### src/rtl/ft_rx_cmd_pkg.sv
// ft_rx_cmd_pkg
//   Shared FT2232H command-protocol definitions: packet length, byte
//   offsets within a packet, default sync nibble, and the receive FSM
//   state type. The transmitter side uses the same protocol constants.
package ft_rx_cmd_pkg;

   localparam int unsigned PKT_LEN = 4;

   // Byte offsets within a command packet
   localparam logic [1:0] IDX_ADDR = 2'd0;  // {sync, addr}
   localparam logic [1:0] IDX_DHI  = 2'd1;  // data[15:8]
   localparam logic [1:0] IDX_DLO  = 2'd2;  // data[7:0]
   localparam logic [1:0] IDX_CSUM = 2'(PKT_LEN - 1);  // b0^b1^b2

   localparam logic [3:0] SYNC_NIBBLE_DEF = 4'hA;

   typedef enum logic [1:0] {
      ST_IDLE = 2'd0,
      ST_OE   = 2'd1,
      ST_READ = 2'd2
   } rx_state_t;

   function automatic logic sync_ok(input logic [7:0] b, input logic [3:0] sync);
      return b[7:4] == sync;
   endfunction

endpackage

### src/rtl/ft_rx_cmd.sv
// ft_rx_cmd
//   Reads 4-byte command packets from the FT2232H synchronous FIFO
//   (host -> FPGA direction) and decodes them into register writes.
//   Packet: {SYNC_NIBBLE, addr}, data[15:8], data[7:0], xor checksum.
//
// Ports
//   clk_i        60 MHz FT2232H CLKOUT, all logic on rising edge
//   rst_n        synchronous active-low reset
//   ft_rxf_n_i   low when the FT2232H holds data for us
//   ft_data_i    FIFO data bus (read side)
//   ft_oe_n_o    FT data-bus output enable, active low
//   ft_rd_n_o    FIFO read strobe, active low
//   tx_active_i  transmitter owns the bus; blocks starting a new read
//   rx_busy_o    high while ft_oe_n_o is low
//   cmd_valid_o  one-cycle pulse for a good command
//   cmd_addr_o   command register address (held until next good command)
//   cmd_data_o   command payload (held until next good command)
//   err_o        one-cycle pulse on framing, checksum or timeout error
module ft_rx_cmd
   import ft_rx_cmd_pkg::*;
#(
   parameter logic [3:0]  SYNC_NIBBLE    = SYNC_NIBBLE_DEF,
   parameter int unsigned TIMEOUT_CYCLES = 1024
) (
   input  logic        clk_i,
   input  logic        rst_n,
   input  logic        ft_rxf_n_i,
   input  logic [7:0]  ft_data_i,
   output logic        ft_oe_n_o,
   output logic        ft_rd_n_o,
   input  logic        tx_active_i,
   output logic        rx_busy_o,
   output logic        cmd_valid_o,
   output logic [3:0]  cmd_addr_o,
   output logic [15:0] cmd_data_o,
   output logic        err_o
);

   localparam int unsigned TW = (TIMEOUT_CYCLES > 1) ? $clog2(TIMEOUT_CYCLES) : 1;
   localparam logic [TW-1:0] TMO_LAST = TW'(TIMEOUT_CYCLES - 1);

   rx_state_t     state;
   logic [1:0]    idx;        // byte index, persists across bursts
   logic [7:0]    csum;       // running xor of bytes 0..2
   logic [3:0]    pkt_addr;
   logic [15:0]   pkt_data;
   logic [TW-1:0] tcnt;
   logic          byte_acc;

   // A byte transfers on any edge where the strobe is already low and
   // the FIFO still reports data.
   assign byte_acc = (state == ST_READ) && !ft_rd_n_o && !ft_rxf_n_i;

   always_ff @(posedge clk_i) begin
      if (!rst_n) begin
         state       <= ST_IDLE;
         ft_oe_n_o   <= 1'b1;
         ft_rd_n_o   <= 1'b1;
         rx_busy_o   <= 1'b0;
         cmd_valid_o <= 1'b0;
         err_o       <= 1'b0;
         cmd_addr_o  <= '0;
         cmd_data_o  <= '0;
         idx         <= '0;
         csum        <= '0;
         pkt_addr    <= '0;
         pkt_data    <= '0;
         tcnt        <= '0;
      end else begin
         cmd_valid_o <= 1'b0;
         err_o       <= 1'b0;

         // Bus handshake; tx_active_i only gates leaving IDLE
         case (state)
            ST_IDLE: begin
               if (!ft_rxf_n_i && !tx_active_i) begin
                  state     <= ST_OE;
                  ft_oe_n_o <= 1'b0;
                  rx_busy_o <= 1'b1;
               end
            end
            ST_OE: begin
               state     <= ST_READ;
               ft_rd_n_o <= 1'b0;
            end
            ST_READ: begin
               if (ft_rxf_n_i) begin
                  state     <= ST_IDLE;
                  ft_oe_n_o <= 1'b1;
                  ft_rd_n_o <= 1'b1;
                  rx_busy_o <= 1'b0;
               end
            end
            default: begin
               state     <= ST_IDLE;
               ft_oe_n_o <= 1'b1;
               ft_rd_n_o <= 1'b1;
               rx_busy_o <= 1'b0;
            end
         endcase

         // Packet assembly; an accepted byte takes priority over timeout
         if (byte_acc) begin
            tcnt <= '0;
            case (idx)
               IDX_ADDR: begin
                  if (sync_ok(ft_data_i, SYNC_NIBBLE)) begin
                     pkt_addr <= ft_data_i[3:0];
                     csum     <= ft_data_i;
                     idx      <= IDX_DHI;
                  end else begin
                     err_o <= 1'b1;
                  end
               end
               IDX_DHI: begin
                  pkt_data[15:8] <= ft_data_i;
                  csum           <= csum ^ ft_data_i;
                  idx            <= IDX_DLO;
               end
               IDX_DLO: begin
                  pkt_data[7:0] <= ft_data_i;
                  csum          <= csum ^ ft_data_i;
                  idx           <= IDX_CSUM;
               end
               default: begin
                  if (csum == ft_data_i) begin
                     cmd_valid_o <= 1'b1;
                     cmd_addr_o  <= pkt_addr;
                     cmd_data_o  <= pkt_data;
                  end else begin
                     err_o <= 1'b1;
                  end
                  idx <= IDX_ADDR;
               end
            endcase
         end else if (idx != IDX_ADDR) begin
            if (tcnt == TMO_LAST) begin
               err_o <= 1'b1;
               idx   <= IDX_ADDR;
               tcnt  <= '0;
            end else begin
               tcnt <= tcnt + 1'b1;
            end
         end else begin
            tcnt <= '0;
         end
      end
   end

endmodule
### config.mk
export PLATFORM = sky130hd
export DESIGN_NAME = ft_rx_cmd
export DESIGN_NICKNAME = d
export VERILOG_FILES = /design/src/rtl/ft_rx_cmd_pkg.sv /design/src/rtl/ft_rx_cmd.sv
export SDC_FILE = /design/constraint.sdc
export NUM_CORES = 1
export LEC_CHECK = 0
export CORE_MARGIN = 1
export CORE_UTILIZATION = 60
export CTS_CLUSTER_SIZE = 12
export DETAILED_ROUTE_END_ITERATION = 8
export GPL_ROUTABILITY_DRIVEN = 0
export HOLD_SLACK_MARGIN = 0.15
export PLACE_DENSITY_LB_ADDON = 0.1
export SLEW_MARGIN = 20
export SYNTH_ARGS = -nofsm -noshare
export SYNTH_HDL_FRONTEND = slang
export SYNTH_SLANG_ARGS = --single-unit
### constraint.sdc
create_clock -name clk_i -period 4 [get_ports clk_i]
set_input_delay 0.8 -clock clk_i [delete_from_list [all_inputs] [get_ports clk_i]]
set_output_delay 0.8 -clock clk_i [all_outputs]
set_load 0.02 [all_outputs]
==> flow_metrics.py, run 1 <==
metrics = {
    "status": {
        "status": "completed",
    },
    "grt": {
        "grt_pass1_wl_mm": 11.14,
        "grtUsageTotal": 0.2623,
        "overflow": 0,
        "grt_max_degree": 52,
        "grt_pass1_vias": 2398,
        "antenna_found_initial": 0,
    },
    "route": {
        "drtAntennaViolNets": 0,
        "drt_iter0_drc": 225,
        "wire_per_inst_um": 15.58,
        "drc": 0,
        "routed_wl_mm": 6.997,
        "dr.pass1.iters": 4,
        "viasPerCell": 5.949,
        "num_vias": 2671,
    },
    "logic_synthesis": {
        "synth_top_flop_cell": "dfxtp_1",
        "seq_area_frac_synth": 0.4147,
        "async_flop_share": 0,
        "yosys.cell_types.count": 43,
        "synth_edf_count": 0,
        "synth-seq-cells": 67,
        "ys_warn_count": 0,
        "syn_nets": 367,
        "syn_area_per_cell_um2": 9.241,
        "syn_inst": 350,
        "syn-cell-area_um2": 3234,
    },
    "clock_network": {
        "cts.clk_slew.worst_paths_ns": 0.07,
        "cts_tree": "yes",
        "postCtsSetupBuffers": 0,
        "clock_latency_ns": 0.34,
        "cts-resized-gates": 0,
        "cts_buffers": 9,
        "root_buffer": "clkbuf_8",
        "cts_sinks": 67,
        "cts_max_level": 3,
        "clockBufferDepth": 2,
        "cts_hold_buffers": 0,
    },
    "setup_path": {
        "reg2reg_slack_ns": 2.01,
        "critPathBufInv": 1,
        "cp-start-kind": "primary input",
        "critPathTopFamily": "simple AND/OR/NAND/NOR gates",
        "crit_type": "primary input to flip-flop",
        "crit_end": "cmd_data_o[2]",
        "reg2reg_from": "state[0]",
        "path_cells": "clkdlybuf4s50_1 -> xor2_1 -> or4_4 -> o31ai_2 -> a21boi_1",
        "crit_cells": 5,
        "worstReg2RegEnd": "csum[4]",
        "worst_r2r_path_depth": 5,
        "cp-end-kind": "flip-flop",
        "worstPathArrival_ns": 2.78,
        "crit_path_max_fanout": 21,
        "max_stage_delay_ns": 0.76,
        "crit_start": "ft_data_i[5]",
        "cp.required_ns": 4.22,
        "slowest_stage": "or4_4",
    },
    "die": {
        "start_util": 0.6293,
        "chipHeight_um": 75.42,
        "core_um2": 5140,
        "core.rowCount": 26,
        "die_w_um": 75.42,
        "io_pins": 37,
        "die_area_um2": 5688,
    },
    "sta": {
        "clock-skew-final_ns": 0.01126,
        "period_share": 0.6402,
        "max_freq_mhz": 390.5,
        "tightest_slew_ns": 0.7485,
        "drv_slew": 0,
        "tns_ns": 0,
        "worst_slew_margin_rel": 0.4995,
        "finalCriticalPeriod_ns": 2.561,
        "hold_violations": 0,
        "rsz0062_at_grt": "false",
        "setup_viol": 0,
    },
    "pwr": {
        "p_leak_nw": 1.272,
        "power.share.switching": 0.2383,
        "p_sw_uw": 305.1,
        "ir_drop_uv": 244.8,
        "p_int_uw": 975.1,
        "p_per_area_nw_per_um2": 339.1,
        "comb_power_share": 0.071,
        "p_seq_frac": 0.528,
        "power_mw": 1.280,
        "clkPwrFrac": 0.401,
    },
    "layout": {
        "fin_util": 0.7344,
        "syn2layout_area_growth_pct": 16.71,
        "nNetsFinal": 392,
        "layout_common_cells": "dfxtp_1, nand2_1, clkdlybuf4s50_1",
        "layout_commonest_cell": "dfxtp_1",
        "n_antenna_cell": 0,
        "drive_gt1_frac": 0.1504,
    },
    "run": {
        "maxCapViolations": 0,
    },
    "min_path": {
        "hold_class": "flip-flop to flip-flop",
        "worstHoldStart": "tcnt[0]",
    },
    "placed_design": {
        "portBuffers": 36,
        "dpl.hpwl_mm": 4.475,
    },
}
## worst min-delay path by stage
stage	to	slack [ns]	cells past startpoint
2_1_floorplan	tcnt[0]	0.41	1
3_3_place_gp	tcnt[0]	0.43	1
3_5_place_dp	tcnt[0]	0.43	1
4_1_cts	tcnt[0]	0.44	1
5_1_grt	tcnt[0]	0.47	1
6_report	tcnt[0]	0.44	1
## layout make-up
type / count / area (µm²)
tap: 70 / 87.58
sequential: 67 / 1341
timing repair buffer: 42 / 400.4
clock buffer: 13 / 168.9
inverter: 13 / 48.80
multi-input combinational: 242 / 1718
fill: 431 / 1365
clock inverter: 2 / 10.01
## power by group through the flow
stage | clock network (mW) | registers, mW | logic (mW)
5_1_grt | 0.547 | 0.676 | 0.0982
3_3_place_gp | 0 | 0.690 | 0.0879
2_1_floorplan | 0 | 0.692 | 0.0521
6_report | 0.513 | 0.675 | 0.0912
4_1_cts | 0.519 | 0.676 | 0.0896
3_5_place_dp | 0 | 0.691 | 0.0890
## Yosys cell counts, types with 3 or more instances
library cell  instances  area, µm²
nand4_1              22      137.6
buf_6                 4      45.04
xnor2_1               4      35.03
nor2b_1               8      50.05
nor2_1               12      45.04
o31ai_2              20      250.2
clkbuf_1             18      67.56
a21oi_1              10      50.05
mux2i_1               4      40.04
nor4_1                3      18.77
nand2_1              41      153.9
dfxtp_1              67       1341
o22ai_1               8      50.05
buf_2                 4      20.02
and2_1                4      25.02
mux2_2                8      90.09
a21boi_0             16      120.1
nand3_1              22      110.1
xor2_1               12      105.1
inv_1                12      45.04
a21boi_1             20      150.1
ha_1                  5      62.56
## per-layer routing
layer | global-route usage | up-vias | part of all wire
li1 | - | 1300 | -
met1 | 0.3298 | 1285 | 0.45
met2 | 0.4385 | 67 | 0.49
met3 | 0.04233 | 19 | 0.034
met4 | 0.1296 | 0 | 0.028
met5 | 0 | - | 0
## stage by stage
| stage | std cells | hold WS, ns | worst slack, ns | area, µm² |
|---|---|---|---|---|
| CTS | 449 | 0.4443 | 1.390 | 3772 |
| finish | 449 | 0.4356 | 1.439 | 3775 |
| global route | 449 | 0.4684 | 1.284 | 3775 |
| global placement | 434 | 0.4251 | 1.080 | 3593 |
| detailed placement | 434 | 0.4349 | 1.007 | 3593 |
| floorplan | 350 | 0.4129 | 1.913 | 3234 |
## registers in the layout (all words and copies together), names as in the netlist
register	cells
ft_rd_n_o	1
csum	8
rx_busy_o	1
err_o	1
cmd_valid_o	1
cmd_data_o	16
pkt_data	16
cmd_addr_o	4
idx	2
pkt_addr	4
ft_oe_n_o	1
state	2
tcnt	10
## cell families after synthesis
group           after synthesis  share of synthesized area
simple gates                124                     0.2043
fa+ha+maj                     5                    0.01934
mux                          12                    0.04023
compound gates               85                     0.2186
xor+xnor                     16                    0.04333
buf+inv                      41                    0.05957
flops                        67                     0.4147
Note: power is estimated with default switching activity, not from simulation.
==> run 2, diff against run 1 <==
CORE_UTILIZATION = 50   (was 60)
clock period = 2.1 ns   (was 4 ns; I/O delays follow)
==> run 2 against run 1 <==
First-iteration DRC count decreased by 22%. Final cell count increased by 8.0%. Sequential share of layout area is 2.8 points lower. Sequential power grew 91%. Die area grew 19%. Utilization decreased by 6.2 points. Flip-flop and latch count did not move. Total power increased by 110%. Via count up 0.94%. Critical path depth increased by 1. Cell area is 8.7% higher. Clock skew up 0.0012 ns. Critical path type unchanged. Largest cell class unchanged.
==> flow_metrics.py, run 2 (synthesis results as in run 1) <==
metrics = {
    "clock_network": {
        "root_buffer": "clkbuf_8",
        "cts_hold_buffers": 0,
        "clock_latency_ns": 0.35,
        "cts_buffers": 9,
        "postCtsSetupBuffers": 0,
        "cts_max_level": 3,
        "cts.clk_slew.worst_paths_ns": 0.07,
        "clockBufferDepth": 2,
        "cts_tree": "yes",
        "cts_sinks": 67,
        "cts-resized-gates": 0,
    },
    "route": {
        "routed_wl_mm": 7.097,
        "wire_per_inst_um": 14.63,
        "drc": 0,
        "num_vias": 2696,
        "drtAntennaViolNets": 0,
        "drt_iter0_drc": 175,
        "viasPerCell": 5.559,
        "dr.pass1.iters": 4,
    },
    "layout": {
        "nNetsFinal": 422,
        "drive_gt1_frac": 0.2146,
        "reg_top3": "cmd_data_o (16), pkt_data (16), tcnt (10)",
        "n_antenna_cell": 0,
        "layout_common_cells": "dfxtp_1, nand2_1, clkdlybuf4s50_1",
        "fin_util": 0.6728,
        "layout_commonest_cell": "dfxtp_1",
        "instances_no_fill": 485,
        "syn2layout_area_growth_pct": 26.81,
    },
    "sta": {
        "tightest_slew_ns": 0.5203,
        "rsz0062_at_grt": "false",
        "tns_ns": 0,
        "period_share": 0.9290,
        "clock-skew-final_ns": 0.01241,
        "drv_slew": 0,
        "worst_slack_ns": 0.1490,
        "finalCriticalPeriod_ns": 1.951,
        "max_freq_mhz": 512.6,
        "hold_violations": 0,
        "hold_ws_ns": 0.4310,
        "worst_slew_margin_rel": 0.6532,
        "setup_viol": 0,
    },
    "setup_path": {
        "max_stage_delay_ns": 0.57,
        "reg2reg_slack_ns": 0.22,
        "cp.required_ns": 2.33,
        "crit_cells": 6,
        "cp-start-kind": "primary input",
        "reg2reg_from": "idx[0]",
        "cp-end-kind": "flip-flop",
        "worst_r2r_path_depth": 6,
        "crit_type": "primary input to flip-flop",
        "worstPathArrival_ns": 2.18,
        "critPathBufInv": 2,
        "worstReg2RegEnd": "cmd_addr_o[2]",
        "critPathTopFamily": "buffers and inverters",
        "crit_start": "ft_data_i[0]",
        "path_cells": "clkdlybuf4s50_1 -> xor2_1 -> or4_4 -> buf_12 -> o31ai_2 -> a21boi_1",
        "crit_path_max_fanout": 15,
        "slowest_stage": "or4_4",
    },
    "grt": {
        "grt_pass1_vias": 2523,
        "grt_max_degree": 27,
        "grt_util_met2": 0.4132,
        "use_met3": 0.06264,
        "grtUsageTotal": 0.2337,
        "overflow": 0,
        "antenna_found_initial": 0,
        "grt_pass1_wl_mm": 11.65,
        "met1_usage": 0.2666,
        "top_usage_layer": "met2",
    },
    "die": {
        "core.rowCount": 28,
        "io_pins": 37,
        "start_util": 0.5306,
        "die_area_um2": 6795,
        "core_um2": 6096,
        "die_w_um": 82.43,
        "chipHeight_um": 82.43,
    },
    "status": {
        "status": "completed",
    },
    "pwr": {
        "p_leak_nw": 1.450,
        "ir_drop_uv": 592.0,
        "p_per_area_nw_per_um2": 657.3,
    },
    "placed_design": {
        "dp_slack_ns": -0.2023,
        "dp.cells": 469,
        "portBuffers": 36,
        "dpl.hpwl_mm": 5.082,
    },
    "min_path": {
        "worstHoldStart": "rst_n",
        "hold_class": "primary input to flip-flop",
        "min_path_cells": 2,
        "worstHoldEndpoint": "ft_rd_n_o",
    },
    "run": {
        "maxCapViolations": 0,
    },
}
-- run 2: cell count changes in the layout (fill, tap and decap cells not counted), sizes merged --
cell      delta
clkinvlp     +2
clkbuf       -3
bufinv       +2
buf         +30
-- run 2: power by group --
group          total, mW  switching (mW)  internal, mW
Combinational      0.207           0.116        0.0912
Sequential          1.29         0.00775          1.28
Clock               1.20           0.503         0.700
Total               2.70           0.626          2.07
-- run 2: routing by layer --
metal	wire [µm]	part of all wire
met2	3594	0.51
met1	3159	0.45
met4	121	0.017
met3	222	0.031
met5	0	0
-- run 2: metrics by stage --
step	power (mW)	cell area, µm²
2_1_floorplan	1.418	3234
3_3_place_gp	1.519	3875
3_5_place_dp	1.522	3875
4_1_cts	2.713	4101
5_1_grt	2.798	4101
6_report	2.696	4101
-- run 2: how the worst max path moves through the flow --
| stage | slack [ns] | end |
|---|---|---|
| global route | 0.06 | cmd_addr_o[2] |
| CTS | 0.14 | cmd_addr_o[2] |
| detailed placement | -0.20 | cmd_data_o[1] |
| finish | 0.15 | cmd_addr_o[2] |
| global placement | -0.20 | err_o |
| floorplan | 0.39 | cmd_addr_o[0] |
-- run 2: final cells by class --
type | instances | area [µm²]
fillers | 500 | 1994
clock inverters | 6 | 88.84
repair buffers | 72 | 675.6
well taps | 75 | 93.84
multi-input cells | 242 | 1715
clock buffers | 10 | 137.6
inverters | 13 | 48.80
flip-flops and latches | 67 | 1341
-- run 2: worst register-to-register path: stages (launching register included) --
cell      delay, ns
dfxtp_1        0.40
ha_1           0.22
inv_2          0.07
or4b_4         0.59
buf_12         0.19
o31ai_2        0.21
a21boi_1       0.09
==> RTL change: new RTL, settings of run 1 <==
The 3 states of `rx_state_t` get a one-hot encoding in 3 bits.
--- a/src/rtl/ft_rx_cmd_pkg.sv
+++ b/src/rtl/ft_rx_cmd_pkg.sv
@@ -16,6 +16,6 @@
 
-   typedef enum logic [1:0] {
-      ST_IDLE = 2'd0,
-      ST_OE   = 2'd1,
-      ST_READ = 2'd2
+   typedef enum logic [2:0] {
+      ST_IDLE = 3'b001,
+      ST_OE   = 3'b010,
+      ST_READ = 3'b100
    } rx_state_t;
Function: same outputs for any inputs over 10 cycles, from zero or initial values and one cycle with rst_n low; not proved beyond that.
==> RTL change against run 1 <==
Area after synthesis decreased by 3.2%. Design area down 1.1%. Maximum frequency decreased by 8.7%. Routed wire length down 8.4%. Final cell count fell by 3.8%. Register-to-register slack lost 250 ps. Clock power up 38%. Power increased by 13%. Setup slack lost 250 ps. Sequential cell count is 1 higher. Largest power group is now clock.
==> RTL change: results (changes against run 1) <==
<table>
<tr><th>Metric</th><th>Value</th></tr>
<tr><th colspan="2">Finish</th></tr>
<tr><td>Non-Clock Buffer Count</td><td>38 (-9.5%)</td></tr>
<tr><td>Number of inverters outside the clock class in the layout</td><td>7 (-6)</td></tr>
<tr><td>Layout cells sized above 1</td><td>0.0767 (-0.0737)</td></tr>
<tr><td>Count of clock buffers in the final design</td><td>11 (-2)</td></tr>
<tr><td>Fillcell total</td><td>376 (-13%)</td></tr>
<tr><td>Seq/total area</td><td>0.365 (+0.00929)</td></tr>
<tr><td>Fin nets</td><td>377 (-3.8%)</td></tr>
<tr><th colspan="2">STA</th></tr>
<tr><td>Clock skew after layout</td><td>10.8 ps (-0.490 ps)</td></tr>
<tr><td>Max transition margin</td><td>0.526 (+0.0263)</td></tr>
<tr><th colspan="2">Placement</th></tr>
<tr><td>Total placed instance area</td><td>3480 um^2 (-3.3%)</td></tr>
<tr><td>Detailed-placement wirelength estimate</td><td>4.27 mm (-4.6%)</td></tr>
<tr><th colspan="2">Critical path</th></tr>
<tr><td>Crit path max fanout</td><td>11 (-48%)</td></tr>
<tr><td>Cell with the largest stage delay on the worst path</td><td>nor3_4</td></tr>
<tr><th colspan="2">Status</th></tr>
<tr><td>Run status</td><td>finished, final reports clean</td></tr>
<tr><th colspan="2">Power and ir drop</th></tr>
<tr><td>Flop pwr share</td><td>0.472 (-0.056)</td></tr>
<tr><td>Proportion of power drawn by the clock network</td><td>0.489 (+0.088)</td></tr>
<tr><td>Largest voltage drop on the vdd net</td><td>314 uV (+28%)</td></tr>
<tr><th colspan="2">Logic synthesis</th></tr>
<tr><td>Compound-cell area share of the yosys netlist</td><td>0.0684 (-0.150)</td></tr>
<tr><td>Net count after synthesis</td><td>352 (-4.1%)</td></tr>
<tr><td>Commonest cells in the netlist</td><td>dfxtp_1 (68), nand2_1 (44), mux2i_1 (42)</td></tr>
<tr><td>Part of the Yosys area used for sequential elements</td><td>0.435 (+0.0203)</td></tr>
<tr><th colspan="2">GRT</th></tr>
<tr><td>Met3 track demand over resource in global routing</td><td>0.0447 (+0.00239)</td></tr>
<tr><td>Vias in the first global route</td><td>2,193 (-8.5%)</td></tr>
<tr><th colspan="2">Route</th></tr>
<tr><td>Met2 WL post-DR</td><td>3.08 mm (-10%)</td></tr>
<tr><td>Average wire length per cell after detail routing</td><td>14.8 um (-4.8%)</td></tr>
<tr><th colspan="2">Clock network</th></tr>
<tr><td>Number of sinks driven by the clock tree</td><td>68 (+1.5%)</td></tr>
</table>
## RTL change: worst paths after layout
| check | start | to | slack (ps) | depth (start not counted) |
|---|---|---|---|---|
| min reg2reg | cmd_addr_o[2] | cmd_addr_o[2] | 460 | 2 |
| max | ft_rxf_n_i | cmd_data_o[2] | 1190 | 6 |
| min | cmd_addr_o[2] | cmd_addr_o[2] | 460 | 2 |
| max reg2reg | state[0] | cmd_data_o[2] | 1760 | 5 |
## RTL change: stage by stage
step | power (W) | instances | util | setup WS (ps) | hold WS, ps
after floorplan | 0.000734 | 335 | - | 1890 | 426
after global placement | 0.000753 | 416 | 0.712 | 931 | 441
after detailed placement | 0.000754 | 416 | 0.712 | 843 | 448
after CTS | 0.00146 | 432 | 0.765 | 1170 | 464
after global routing | 0.00149 | 432 | 0.765 | 1010 | 476
final | 0.00145 | 432 | 0.765 | 1190 | 458
## RTL change: worst min-delay path: stages, from the launching register on
cell	delay, ps
dfxtp_1	310
nand2_1	50
mux2i_1	50
